File: src/rtl/corevx_ptw.sv
// Sv32 page table walker refilling corevx_tlb over a single-outstanding PTE read port.
// Optional macro COREVX_PTW_MEGAPAGE_EN: accept level-1 leaves as 4 MiB megapages.
module corevx_ptw #(
  parameter int unsigned TIMEOUT_CYCLES = 255
) (
  input  logic        clk,
  input  logic        rst_n,
  input  logic        resolve_request,
  input  logic [19:0] virtual_address,
  input  logic [21:0] satp_ppn,
  output logic        mem_read,
  output logic [33:0] mem_address,
  input  logic        mem_done,
  input  logic        mem_error,
  input  logic [31:0] mem_rdata,
  output logic        done,
  output logic        pagefault,
  output logic        accessfault,
  output logic        write,
  output logic [19:0] virtual_address_w,
  output logic [21:0] phys_w,
  output logic [7:0]  accesstag_w
);

  typedef enum logic [1:0] {IDLE, ISSUE, WAIT} state_t;

  localparam logic [15:0] TIMEOUT_LIMIT = 16'(TIMEOUT_CYCLES);

  state_t      state;
  logic        level;
  logic [15:0] wait_count;

  logic pte_v, pte_r, pte_w, pte_x;
  logic unused_rsw;

  assign pte_v      = mem_rdata[0];
  assign pte_r      = mem_rdata[1];
  assign pte_w      = mem_rdata[2];
  assign pte_x      = mem_rdata[3];
  assign unused_rsw = ^mem_rdata[9:8];

  // rst_n is active-high here, so it is used directly as the async set of IDLE.
  always_ff @(posedge clk or posedge rst_n) begin
    if (rst_n) begin
      state             <= IDLE;
      level             <= 1'b0;
      wait_count        <= '0;
      mem_read          <= 1'b0;
      mem_address       <= '0;
      done              <= 1'b0;
      pagefault         <= 1'b0;
      accessfault       <= 1'b0;
      write             <= 1'b0;
      virtual_address_w <= '0;
      phys_w            <= '0;
      accesstag_w       <= '0;
    end else begin
      mem_read <= 1'b0;
      done     <= 1'b0;
      write    <= 1'b0;
      case (state)
        IDLE: begin
          if (resolve_request) begin
            virtual_address_w <= virtual_address;
            level             <= 1'b1;
            mem_address       <= {satp_ppn, virtual_address[19:10], 2'b00};
            pagefault         <= 1'b0;
            accessfault       <= 1'b0;
            mem_read          <= 1'b1;
            state             <= ISSUE;
          end
        end
        ISSUE: begin
          wait_count <= '0;
          state      <= WAIT;
        end
        WAIT: begin
          if (mem_done) begin
            done  <= 1'b1;
            state <= IDLE;
            if (mem_error) begin
              accessfault <= 1'b1;
            end else if (!pte_v || (!pte_r && pte_w)) begin
              pagefault <= 1'b1;
            end else if (!pte_r && !pte_x) begin
              // Pointer PTE: only legal from the root table, descend one level.
              if (level) begin
                done        <= 1'b0;
                level       <= 1'b0;
                mem_address <= {mem_rdata[31:10], virtual_address_w[9:0], 2'b00};
                mem_read    <= 1'b1;
                state       <= ISSUE;
              end else begin
                pagefault <= 1'b1;
              end
            end else if (!level) begin
              phys_w      <= mem_rdata[31:10];
              accesstag_w <= mem_rdata[7:0];
              write       <= 1'b1;
            end else begin
`ifdef COREVX_PTW_MEGAPAGE_EN
              if (mem_rdata[19:10] != 10'd0) begin
                pagefault <= 1'b1;
              end else begin
                phys_w      <= {mem_rdata[31:20], virtual_address_w[9:0]};
                accesstag_w <= mem_rdata[7:0];
                write       <= 1'b1;
              end
`else
              pagefault <= 1'b1;
`endif
            end
          end else if ((TIMEOUT_CYCLES != 0) && (wait_count == TIMEOUT_LIMIT)) begin
            done        <= 1'b1;
            accessfault <= 1'b1;
            state       <= IDLE;
          end else begin
            wait_count <= wait_count + 16'd1;
          end
        end
        default: state <= IDLE;
      endcase
    end
  end

endmodule

File: config.mk
export PLATFORM = sky130hd
export DESIGN_NAME = corevx_ptw
export DESIGN_NICKNAME = d
export VERILOG_FILES = /design/src/rtl/corevx_ptw.sv
export SDC_FILE = /design/constraint.sdc
export NUM_CORES = 1
export LEC_CHECK = 0
export CAP_MARGIN = 25
export CORE_UTILIZATION = 45
export DETAILED_ROUTE_END_ITERATION = 7
export PLACE_DENSITY = 0.8
export SYNTH_ARGS = -nofsm -noshare
export SYNTH_HDL_FRONTEND = slang
export SYNTH_SLANG_ARGS = --single-unit
File: constraint.sdc
create_clock -name clk -period 8.4 [get_ports clk]
set_clock_uncertainty 0.05 [all_clocks]
set_input_delay 1.68 -clock clk [delete_from_list [all_inputs] [get_ports clk]]
set_output_delay 1.68 -clock clk [all_outputs]
set_load 0.02 [all_outputs]
Word-level counts from Yosys, hierarchy flattened
Cells that the tools add are included.

operators by class
  eq/ne operators = 15
  reduce and logical (&&, ||, !) cells = 17
  mux-type cells = 55
  bitwise logic cells = 4
  add/sub/neg operators = 1

operator list
  kind                   count
  $mux 34                6
  $pmux 34 s2            1
  $mux 1                 37
  $mux 16                2
  $pmux 16 s2            1
  $reduce_and 6->1       3
  $add 16x1->16 const B  1
  $eq 16x8->1 const B    1
  $ne 2x2->1 const B     8
  $ne 4x4->1 const B     2
  $pmux 1 s2             4
  $reduce_and 7->1       1
  $mux 2                 3
  $ne 3x3->1 const B     2
  $pmux 2 s3             1
  $not 1->1              4
  $reduce_and 2->1       2
  $reduce_and 4->1       1
  $reduce_bool 2->1      2
  $logic_not 1->1        3
  $reduce_and 3->1       1
  $eq 2x1->1 const B     1
  $eq 2x2->1 const B     1
  $logic_and 1x1->1      2
  other kinds (2)        2

word-level totals
  input port bits = 79
  logic and storage cells = 104
  bits in registers = 108
  output and inout port bits = 89

Logic depth before layout (Yosys ltp)
Gate-level depths: netlist of run 1.

  depth in word-level cells = 7
  depth in mapped cells = 7
  depth with buffers taken out = 6

Least setup slack after synthesis of run 1
Ideal clock, no wire load.

  kind = in2reg
  start point = input mem_done
  end point = register wait_count[14]
  slack = 5.366 ns
  setup time = 0.128 ns
  cell stages on the path = 6
  data required time = 8.222 ns
  path buffers = 2
  data arrival time = 2.856 ns
  cells stage by stage = buf_2 -> or3b_1 -> buf_6 -> a2111oi_4 -> nand4_1 -> mux2i_1

on the way
  cells in the longest elaborated chain, start to end = 2

RTL lines
  element                     RTL line  RTL
  start, declared             13        input logic mem_done,
  $ne 2x2->1 (no line)        --
  $reduce_and 3->1 (no line)  --
  end signal, assigned        118       wait_count <= wait_count + 16'd1;
  end, declared               31        logic [15:0] wait_count;

Every way passes these cells.
A chain may end at the register's enable or synchronous reset.

Worst setup path after layout of run 1
  start point = input mem_rdata[2]
  end point = register mem_address[23]

on the way
  cells in the longest elaborated chain, start to end = 4

RTL lines
  element                     RTL line  RTL
  start, declared             15        input logic [31:0] mem_rdata,
  $logic_and 1x1->1           83        end else if (!pte_v || (!pte_r && pte_w)) begin
  $logic_or 1x1->1            83
  $ne 2x2->1 (no line)        --
  $reduce_and 7->1 (no line)  --
  end signal, assigned        66        mem_address <= {satp_ppn, virtual_address[19:10], 2'b00};
  end signal, assigned        90        mem_address <= {mem_rdata[31:10], virtual_address_w[9:0], 2'b00};
  end, declared               12        output logic [33:0] mem_address,

Every way passes these cells.

==> results of run 1 <==
-- final cells by class --
cell class | instances | share of cell area
Tap cell | 133 | 0.0253
Inverter | 7 | 0.00437
Clock buffer | 11 | 0.0215
Timing Repair Buffer | 168 | 0.254
Sequential cell | 106 | 0.403
Clock inverter | 5 | 0.00551
Multi-Input combinational cell | 246 | 0.286
-- metrics by stage --
stage          cells  hold slack [ps]  cell area [µm²]  utilization  power [mW]
2_1_floorplan    383              431             4660            -        1.19
3_3_place_gp     659              401             6400        0.645        1.57
3_5_place_dp     660              418             6410        0.647        1.60
4_1_cts          676              443             6590        0.665        1.90
5_1_grt          676              449             6590        0.665        1.98
6_report         676              436             6590        0.665        1.88
-- critical path, stage by stage --
cell and delay [ps]:
sky130_fd_sc_hd__clkdlybuf4s50_1 490, sky130_fd_sc_hd__nor4b_1 760, sky130_fd_sc_hd__a31oi_4 260, sky130_fd_sc_hd__buf_4 360, sky130_fd_sc_hd__nand2_1 120, sky130_fd_sc_hd__o21ai_0 90
-- power by group through the flow --
stage          Clock, mW  Sequential (mW)  Combinational, mW
2_1_floorplan          0            0.918              0.275
3_3_place_gp           0            0.751              0.821
3_5_place_dp           0            0.759              0.842
4_1_cts            0.303            0.749              0.844
5_1_grt            0.321            0.772              0.887
6_report           0.295            0.748              0.835
-- kinds of logic after synthesis --
| kind of cell | synth area share |
|---|---|
| fa+ha+maj | 0.00268 |
| simple gates | 0.114 |
| other cells | 0.000805 |
| compound gates | 0.0792 |
| buf+inv | 0.0325 |
| mux | 0.202 |
| flops | 0.569 |
-- layer usage --
metal	vias up	wire [µm]	GRT usage
met3	30	863	0.0730
met1	1738	4670	0.267
li1	1686	-	-
met2	147	5540	0.370
met5	-	0	0
met4	0	384	0.0969
-- Yosys cell counts, drive strengths merged --
library cell,count,area (µm²)
a311oi,1,8.76
a2111oi,1,27.5
or3b,1,8.76
o311ai,1,8.76
mux2,49,552
a21oi,3,18.8
nor4,4,55.1
buf,19,106
clkbuf,5,18.8
nor4b,2,17.5
nand3,7,35.0
nand4,6,37.5
nand2,47,176
nand2b,5,31.3
or4,2,15.0
nor3b,1,12.5
o21ai,35,175
o22ai,1,6.26
mux2i,39,390
a211oi,1,7.51
a21o,1,7.51
conb,1,3.75
a221o,3,30.0
a41oi,1,8.76
inv,7,26.3
a211o,1,8.76
o211ai,3,22.5
and4bb,1,12.5
ha,1,12.5
dfrtp,106,2650
o2111a,1,11.3
nor2b,4,25.0
and4,5,46.3
nor3,2,10.0
o31ai,2,15.0
nor2,9,33.8
a31oi,2,12.5
and3,2,12.5
-- sequential cells by signal, indices dropped and copies added, names as in the netlist --
signal and count:
phys_w 22, write 1, pagefault 1, virtual_address_w 20, wait_count 16, mem_read 1
done 1, mem_address 32, state 2, level 1, accessfault 1, accesstag_w 8
-- final timing paths --
path / startpoint / end / slack, ps / cells past startpoint
min in group asynchronous: rst_n / accesstag_w[6]$_DFFE_PP0P_ / 1650 / 2
hold reg to reg: mem_address[29]$_DFFE_PP0P_ / mem_address[29]$_DFFE_PP0P_ / 440 / 2
setup / recovery: mem_rdata[2] / mem_address[23]$_DFFE_PP0P_ / 4810 / 6
max in group asynchronous: rst_n / wait_count[0]$_DFFE_PP0P_ / 5430 / 3
hold / removal: mem_address[29]$_DFFE_PP0P_ / mem_address[29]$_DFFE_PP0P_ / 440 / 2
setup reg to reg: state[0]$_DFFE_PP0P_ / wait_count[2]$_DFFE_PP0P_ / 6260 / 5
==> flow_summary_export.csv, run 1 <==
group,metric,value,unit
finish,mostFrequentLayoutCells,"163 x sky130_fd_sc_hd__clkdlybuf4s50_1, 106 x sky130_fd_sc_hd__dfrtp_1, 49 x sky130_fd_sc_hd__mux2_2",
sta,hold_violations,0,
pwr,clock_power_share,0.157,
finish,antenna_diode_instance_count,0,
logic_synthesis,synth.lib_cells_used.distinct,43,
global_routing,grt_pass1_vias,3694,
cts,cts_root_buffer,"sky130_fd_sc_hd__clkbuf_8",
cts,cts.clk_slew.worst_paths,100,ps
cts,number_of_buffers_added_to_fix_hold_violations_after_cts,0,
sta,period_needed,3590,ps
floorplanning,placementRows,36,
finish,multi_input_area,1890,µm²
floorplanning,initial_core_util,0.470,
finish,num-fill-cells,773,
pwr,comb_pwr_share,0.445,
place,dp_hpwl,8.30,mm
detailed_routing,route.vias.total,3601,
detailed_routing,postRouteAntennaNets,0,
run,max-cap-violations,0,
global_routing,grt_pass1_wl,18.9,mm
sta,drv_slew,0,
floorplanning,core_region_area,9910,µm²
logic_synthesis,synth-seq-area-share,0.569,
detailed_routing,route.detailed.wl_per_inst,17.0,µm
sta,setup_slack_of_the_critical_path_after_layout,4810,ps
finish,drive_above_1_share,0.147,
setup_path,path_class,"in2reg",
cts,clk_latency,370,ps
setup_path,end_kind,"flip-flop",
pwr,ir_drop,0.151,mV
detailed_routing,drcViolationCount,0,
global_routing,antenna_found_initial,0,
floorplanning,io_pins,168,
pwr,pwr_density_cell,285,nW/µm²
place,placement.io_buffers,163,
finish,design.final.nets,618,
logic_synthesis,yosysWarnings,0,
cts,cts.sink_count,106,
pwr,internal-power,1.18,mW
detailed_routing,detail_route.iter0.violations,144,
setup_path,timing.critical_path.arrival,3780,ps
cts,post_cts.resized_instances,0,
min_path,min-delay-path-class,"reg2reg",
finish,area_growth,41.4,%
pwr,switching_power_of_the_nets,0.699,mW
floorplanning,fp.dieW,104,µm
sta,fin_setup_tns,0,ps
cts,cts_setup_buffers,0,
cts,cts-buffers-inserted,9,
place,gpl_wtd_cong,0.844,
logic_synthesis,post_synth_inst_count,382,
cts,tritoncts,"yes",
detailed_routing,postRouteWirelength,11.5,mm
setup_path,path_max_fanout,56,
logic_synthesis,ys_seq_elements,106,
logic_synthesis,synthesis.area_per_instance,12.2,µm²
place,place_worst_setup_slack,4390,ps
finish,mostFrequentLayoutCell,"sky130_fd_sc_hd__clkdlybuf4s50_1",
setup_path,startpoint_kind_of_the_worst_setup_timing_path,"input pin",
pwr,sw_frac_of_total,0.372,
cts,cts_max_path_buffers,2,
logic_synthesis,synth_area,4660,µm²
pwr,leakage,2.97,nW
sta,fin_crit_sh,0.428,
detailed_routing,avgViaCountPerCell,5.33,
global_routing,globalRouteOverflowTotal,0,
sta,worstMarginPinSlew,870,ps
run_status,run_status,"finished, final reports clean",
floorplanning,die-height,104,µm
finish,layout.area.seq,2650,µm²
setup_path,cp.required,8590,ps
sta,setup-violations-final,0,
sta,grt_setup_unrepaired,"no",
detailed_routing,drt-pass1-iter-count,4,
sta,worst_slew_margin_rel,0.412,
sta,clock.fmax,278,MHz
cts,h-tree-depth,3,
global_routing,grt_usage,0.223,
global_routing,pin_count_of_the_biggest_net_entering_global_routing,68,
pwr,sequentialPowerShare,0.398,
floorplanning,die_area,10800,µm²
No activity file was read; power rests on OpenSTA's default activity.
==> inputs of run 2 (changes only) <==
- clock period: 8.4 -> 3.7 ns (I/O delays scaled with it)
==> flow_summary_export.csv, run 2 (synthesized netlist as in run 1, its figures left out) <==
group,metric,value,unit
pwr,comb_pwr_share,0.446,
cts,cts_setup_buffers,0,
sta,worst_slew_margin_rel,0.480,
sta,hold_violations,0,
sta,drv_slew,0,
min_path,min-delay-path-class,"reg2reg",
pwr,sw_frac_of_total,0.376,
floorplanning,core_region_area,9910,µm²
setup_path,path_max_fanout,56,
global_routing,grt_pass1_wl,18.9,mm
place,placement.io_buffers,163,
detailed_routing,drcViolationCount,0,
place,dp_hpwl,8.33,mm
cts,tritoncts,"yes",
cts,cts_root_buffer,"sky130_fd_sc_hd__clkbuf_8",
place,placed_cells_incl_taps,661,
setup_path,critPathSlowestCell,"sky130_fd_sc_hd__nor4b_1",
pwr,sequentialPowerShare,0.398,
global_routing,pin_count_of_the_biggest_net_entering_global_routing,57,
finish,multi_input_area,1890,µm²
global_routing,grt_pass1_vias,3738,
finish,area_growth,42.1,%
detailed_routing,postRouteWirelength,11.6,mm
detailed_routing,route.detailed.wl_per_inst,17.1,µm
cts,number_of_buffers_added_to_fix_hold_violations_after_cts,0,
run,max-cap-violations,0,
setup_path,startpoint_kind_of_the_worst_setup_timing_path,"input pin",
cts,cts_max_path_buffers,2,
setup_path,crit_chain,"clkdlybuf4s50_1 -> nor4b_1 -> a31oi_4 -> buf_12 -> nand2_1 -> o21ai_0",
finish,layout_top_registers,"mem_address: 32 flops, phys_w: 22 flops, virtual_address_w: 20 flops",
cts,h-tree-depth,3,
finish,layout.area.seq,2650,µm²
finish,mostFrequentLayoutCells,"163 x sky130_fd_sc_hd__clkdlybuf4s50_1, 106 x sky130_fd_sc_hd__dfrtp_1, 49 x sky130_fd_sc_hd__mux2_2",
floorplanning,fp.dieW,104,µm
sta,grt_setup_unrepaired,"no",
cts,cts.sink_count,106,
setup_path,timing.critical_path.arrival,2640,ps
finish,drive_above_1_share,0.149,
cts,cts-buffers-inserted,9,
finish,mostFrequentLayoutCell,"sky130_fd_sc_hd__clkdlybuf4s50_1",
sta,fin_crit_sh,0.665,
finish,final-instance-count-excl-fill,677,
run_status,run_status,"finished, final reports clean",
setup_path,end_kind,"flip-flop",
floorplanning,placementRows,36,
floorplanning,initial_core_util,0.470,
finish,largest_register_ff_count,32,
finish,design.final.nets,620,
place,place_worst_setup_slack,850,ps
pwr,ir_drop,0.355,mV
finish,largest_register,"mem_address",
global_routing,globalRouteOverflowTotal,0,
finish,final_core_utilization,0.668,
finish,antenna_diode_instance_count,0,
floorplanning,die-height,104,µm
pwr,leakage,2.98,nW
pwr,clock_power_share,0.156,
cts,post_cts.resized_instances,0,
detailed_routing,drt-pass1-iter-count,4,
cts,clk_latency,370,ps
finish,num-fill-cells,764,
sta,timing.hold.ws,436,ps
setup_path,buf_inv_on_cp,2,
floorplanning,die_area,10800,µm²
pwr,pwr_density_cell,646,nW/µm²
sta,fin_setup_tns,0,ps
sta,setup-violations-final,0,
cts,cts.clk_slew.worst_paths,110,ps
floorplanning,io_pins,168,
global_routing,antenna_found_initial,0,
pwr,internal-power,2.67,mW
detailed_routing,avgViaCountPerCell,5.28,
detailed_routing,postRouteAntennaNets,0,
sta,setup_slack_of_the_critical_path_after_layout,1240,ps
place,gpl_wtd_cong,0.842,
setup_path,path_class,"in2reg",
pwr,switching_power_of_the_nets,1.61,mW
sta,worstMarginPinSlew,769,ps
sta,period_needed,2460,ps
setup_path,max_stage_delay,680,ps
global_routing,grt_usage,0.224,
detailed_routing,detail_route.iter0.violations,182,
detailed_routing,route.vias.total,3576,
sta,clock.fmax,406,MHz
setup_path,path_delay_family,"simple AND/OR/NAND/NOR gates",
setup_path,cp.required,3880,ps
## run 2: cell count changes in the layout (fill, tap and decap cells not counted)
cell | previous run | this run
sky130_fd_sc_hd__clkbuf_8 | 10 | 9
sky130_fd_sc_hd__buf_12 | 0 | 2
sky130_fd_sc_hd__clkinv_4 | 1 | 2
sky130_fd_sc_hd__buf_8 | 1 | 0
sky130_fd_sc_hd__inv_8 | 0 | 1
sky130_fd_sc_hd__clkinv_2 | 2 | 0
sky130_fd_sc_hd__buf_6 | 0 | 1
## run 2: per-layer routing
layer,global-route usage,share of wire
met5,0,0
met4,0.0735,0.017
met3,0.0617,0.069
met2,0.381,0.50
met1,0.275,0.41
## run 2: worst paths after layout
check	startpoint	to	slack (ps)	depth (start not counted)
max	mem_rdata[2]	mem_address[33]$_DFFE_PP0P_	1240	6
min reg2reg	accesstag_w[0]$_DFFE_PP0P_	accesstag_w[0]$_DFFE_PP0P_	440	1
max reg2reg	wait_count[13]$_DFFE_PP0P_	wait_count[9]$_DFFE_PP0P_	1650	4
min in group asynchronous	rst_n	phys_w[20]$_DFFE_PP0P_	740	2
min	accesstag_w[0]$_DFFE_PP0P_	accesstag_w[0]$_DFFE_PP0P_	440	1
max in group asynchronous	rst_n	level$_DFFE_PP0P_	2110	3
## run 2: layout make-up
type	count	share of cell area
clock buffers	10	0.0193
clock inverters	5	0.00699
inverters	7	0.00435
multi-input cells	246	0.285
flip-flops and latches	106	0.401
well taps	133	0.0251
repair buffers	170	0.259
## run 2: per-stage QoR
stage                     total power, mW  instance area [µm²]
after floorplan                      2.71                 4660
after global placement               3.58                 6440
after detailed placement             3.64                 6440
after CTS                            4.31                 6610
after global routing                 4.52                 6620
final                                4.28                 6620
## run 2: power by group through the flow
stage	Sequential, mW	Clock [mW]	Combinational [mW]
after detailed placement	1.73	0	1.91
after CTS	1.71	0.686	1.92
after global placement	1.71	0	1.88
final	1.71	0.668	1.91
after floorplan	2.08	0	0.625
after global routing	1.75	0.730	2.03
==> inputs of run 3 (changes only) <==
- clock period: 3.7 -> 2.4 ns (I/O delays scaled with it)
==> flow_summary_export.csv, run 3 (synthesized netlist as in run 1, its figures left out) <==
group,metric,value,unit
setup_path,path_class,"reg2reg",
pwr,total_power,6.77,mW
cts,h-tree-depth,3,
cts,cts-buffers-inserted,9,
detailed_routing,route.detailed.wl_per_inst,17.0,µm
floorplanning,io_pins,168,
finish,area_growth,44.2,%
pwr,leakage,3.03,nW
floorplanning,initial_core_util,0.470,
finish,largest_register_ff_count,32,
sta,grt_setup_unrepaired,"no",
finish,largest_register,"mem_address",
sta,clock.fmax,490,MHz
setup_path,cp.required,2640,ps
cts,cts_setup_buffers,0,
global_routing,antenna_found_initial,0,
sta,period_needed,2040,ps
detailed_routing,route.vias.total,3586,
sta,drv_slew,0,
global_routing,pin_count_of_the_biggest_net_entering_global_routing,62,
cts,number_of_buffers_added_to_fix_hold_violations_after_cts,0,
detailed_routing,m1WireLength,4.68,mm
sta,hold_violations,0,
setup_path,timing.critical_path.arrival,2280,ps
run,max-cap-violations,0,
cts,cts.sink_count,106,
place,dp_hpwl,8.69,mm
global_routing,globalRouteOverflowTotal,0,
global_routing,grt_usage,0.225,
floorplanning,die_area,10800,µm²
finish,design.final.nets,626,
sta,worstMarginPinSlew,504,ps
finish,layout_top_registers,"mem_address: 32 flops, phys_w: 22 flops, virtual_address_w: 20 flops",
run_status,run_status,"finished, final reports clean",
pwr,ir_drop,0.467,mV
place,placement.io_buffers,163,
floorplanning,die-height,104,µm
cts,cts.clk_slew.worst_paths,110,ps
detailed_routing,postRouteWirelength,11.6,mm
cts,cts_root_buffer,"sky130_fd_sc_hd__clkbuf_8",
setup_path,setup_slack_on_the_worst_flop_to_flop_path,360,ps
cts,cts_max_path_buffers,2,
detailed_routing,postRouteAntennaNets,0,
detailed_routing,detail_route.iter0.violations,215,
finish,antenna_diode_instance_count,0,
detailed_routing,drcViolationCount,0,
sta,worst_slew_margin_rel,0.663,
detailed_routing,avgViaCountPerCell,5.24,
sta,fin_setup_tns,0,ps
setup_path,startpoint_kind_of_the_worst_setup_timing_path,"flip-flop",
sta,setup-violations-final,0,
floorplanning,placementRows,36,
setup_path,end_kind,"flip-flop",
detailed_routing,sum_of_met3_wire_segment_lengths_after_detailed_routing,800,µm
pwr,pwr_density_cell,1010,nW/µm²
min_path,min-delay-path-class,"in2async",
finish,drive_above_1_share,0.162,
finish,final_core_utilization,0.678,
sta,timing.hold.ws,360,ps
cts,post_cts.resized_instances,0,
detailed_routing,met2RoutedLength,5.93,mm
floorplanning,core_region_area,9910,µm²
finish,mostFrequentLayoutCells,"163 x sky130_fd_sc_hd__clkdlybuf4s50_1, 106 x sky130_fd_sc_hd__dfrtp_1, 49 x sky130_fd_sc_hd__mux2_2",
place,gpl_wtd_cong,0.865,
detailed_routing,drt-pass1-iter-count,4,
finish,mostFrequentLayoutCell,"sky130_fd_sc_hd__clkdlybuf4s50_1",
global_routing,grt_pass1_wl,19.1,mm
setup_path,path_max_fanout,10,
detailed_routing,maxUsedRoutingLayer,"met4",
sta,fin_crit_sh,0.851,
floorplanning,fp.dieW,104,µm
cts,tritoncts,"yes",
cts,clk_latency,360,ps
finish,num-fill-cells,782,
global_routing,grt_pass1_vias,3840,
run 3: cell count changes in the layout (fill, tap and decap cells not counted):
cell                         delta
sky130_fd_sc_hd__clkbuf_1       -1
sky130_fd_sc_hd__buf_12         +2
sky130_fd_sc_hd__bufinv_16      +1
sky130_fd_sc_hd__inv_8          +1
sky130_fd_sc_hd__inv_4          -1
sky130_fd_sc_hd__buf_4          +5
sky130_fd_sc_hd__buf_6          -1
sky130_fd_sc_hd__clkinv_4       -2
sky130_fd_sc_hd__clkinv_2       +1
sky130_fd_sc_hd__clkinvlp_4     +2
run 3: path summary, 6_finish.rpt:
| path | startpoint | end | cells after the start |
|---|---|---|---|
| max | wait_count[0]$_DFFE_PP0P_ | wait_count[5]$_DFFE_PP0P_ | 5 |
| min | rst_n | phys_w[20]$_DFFE_PP0P_ | 2 |
| max reg2reg | wait_count[0]$_DFFE_PP0P_ | wait_count[5]$_DFFE_PP0P_ | 5 |
| min reg2reg | mem_address[23]$_DFFE_PP0P_ | mem_address[23]$_DFFE_PP0P_ | 2 |
| max in group asynchronous | rst_n | phys_w[13]$_DFFE_PP0P_ | 3 |
| min in group clk | mem_address[23]$_DFFE_PP0P_ | mem_address[23]$_DFFE_PP0P_ | 2 |
run 3: layout make-up:
class | instances | area (µm²) | area share
multi-input combinational | 246 | 1890 | 0.281
clock buffer | 9 | 124 | 0.0184
timing repair buffer | 176 | 1780 | 0.265
sequential | 106 | 2650 | 0.395
clock inverter | 7 | 82.6 | 0.0123
inverter | 7 | 30.0 | 0.00447
tap | 133 | 166 | 0.0248
run 3: metal layers:
| layer | GRT usage | vias up |
|---|---|---|
| li1 | - | 1691 |
| met1 | 0.263 | 1745 |
| met2 | 0.398 | 133 |
| met3 | 0.0636 | 17 |
| met4 | 0.0755 | 0 |
| met5 | 0 | - |
run 3: where the power goes:
| part | switching (mW) | total, mW | internal, mW | leakage (nW) |
|---|---|---|---|---|
| Combinational | 1.52 | 2.98 | 1.46 | 1.56 |
| Clock | 0.663 | 1.17 | 0.504 | 0.104 |
| Sequential | 0.329 | 2.63 | 2.30 | 1.37 |
run 3: metrics by stage:
step	cell area, µm²	instances	worst slack (ps)
finish	6720	684	358
global route	6720	684	261
CTS	6720	684	374
detailed placement	6520	668	87.4
global placement	6520	668	119
floorplan	4670	383	496
run 3: worst max-delay path, stage by stage, from the launching register on:
cell	delay, ps
sky130_fd_sc_hd__dfrtp_1	430
sky130_fd_sc_hd__ha_1	270
sky130_fd_sc_hd__and4_4	220
sky130_fd_sc_hd__and4_1	290
sky130_fd_sc_hd__or4_1	530
sky130_fd_sc_hd__a21oi_1	170
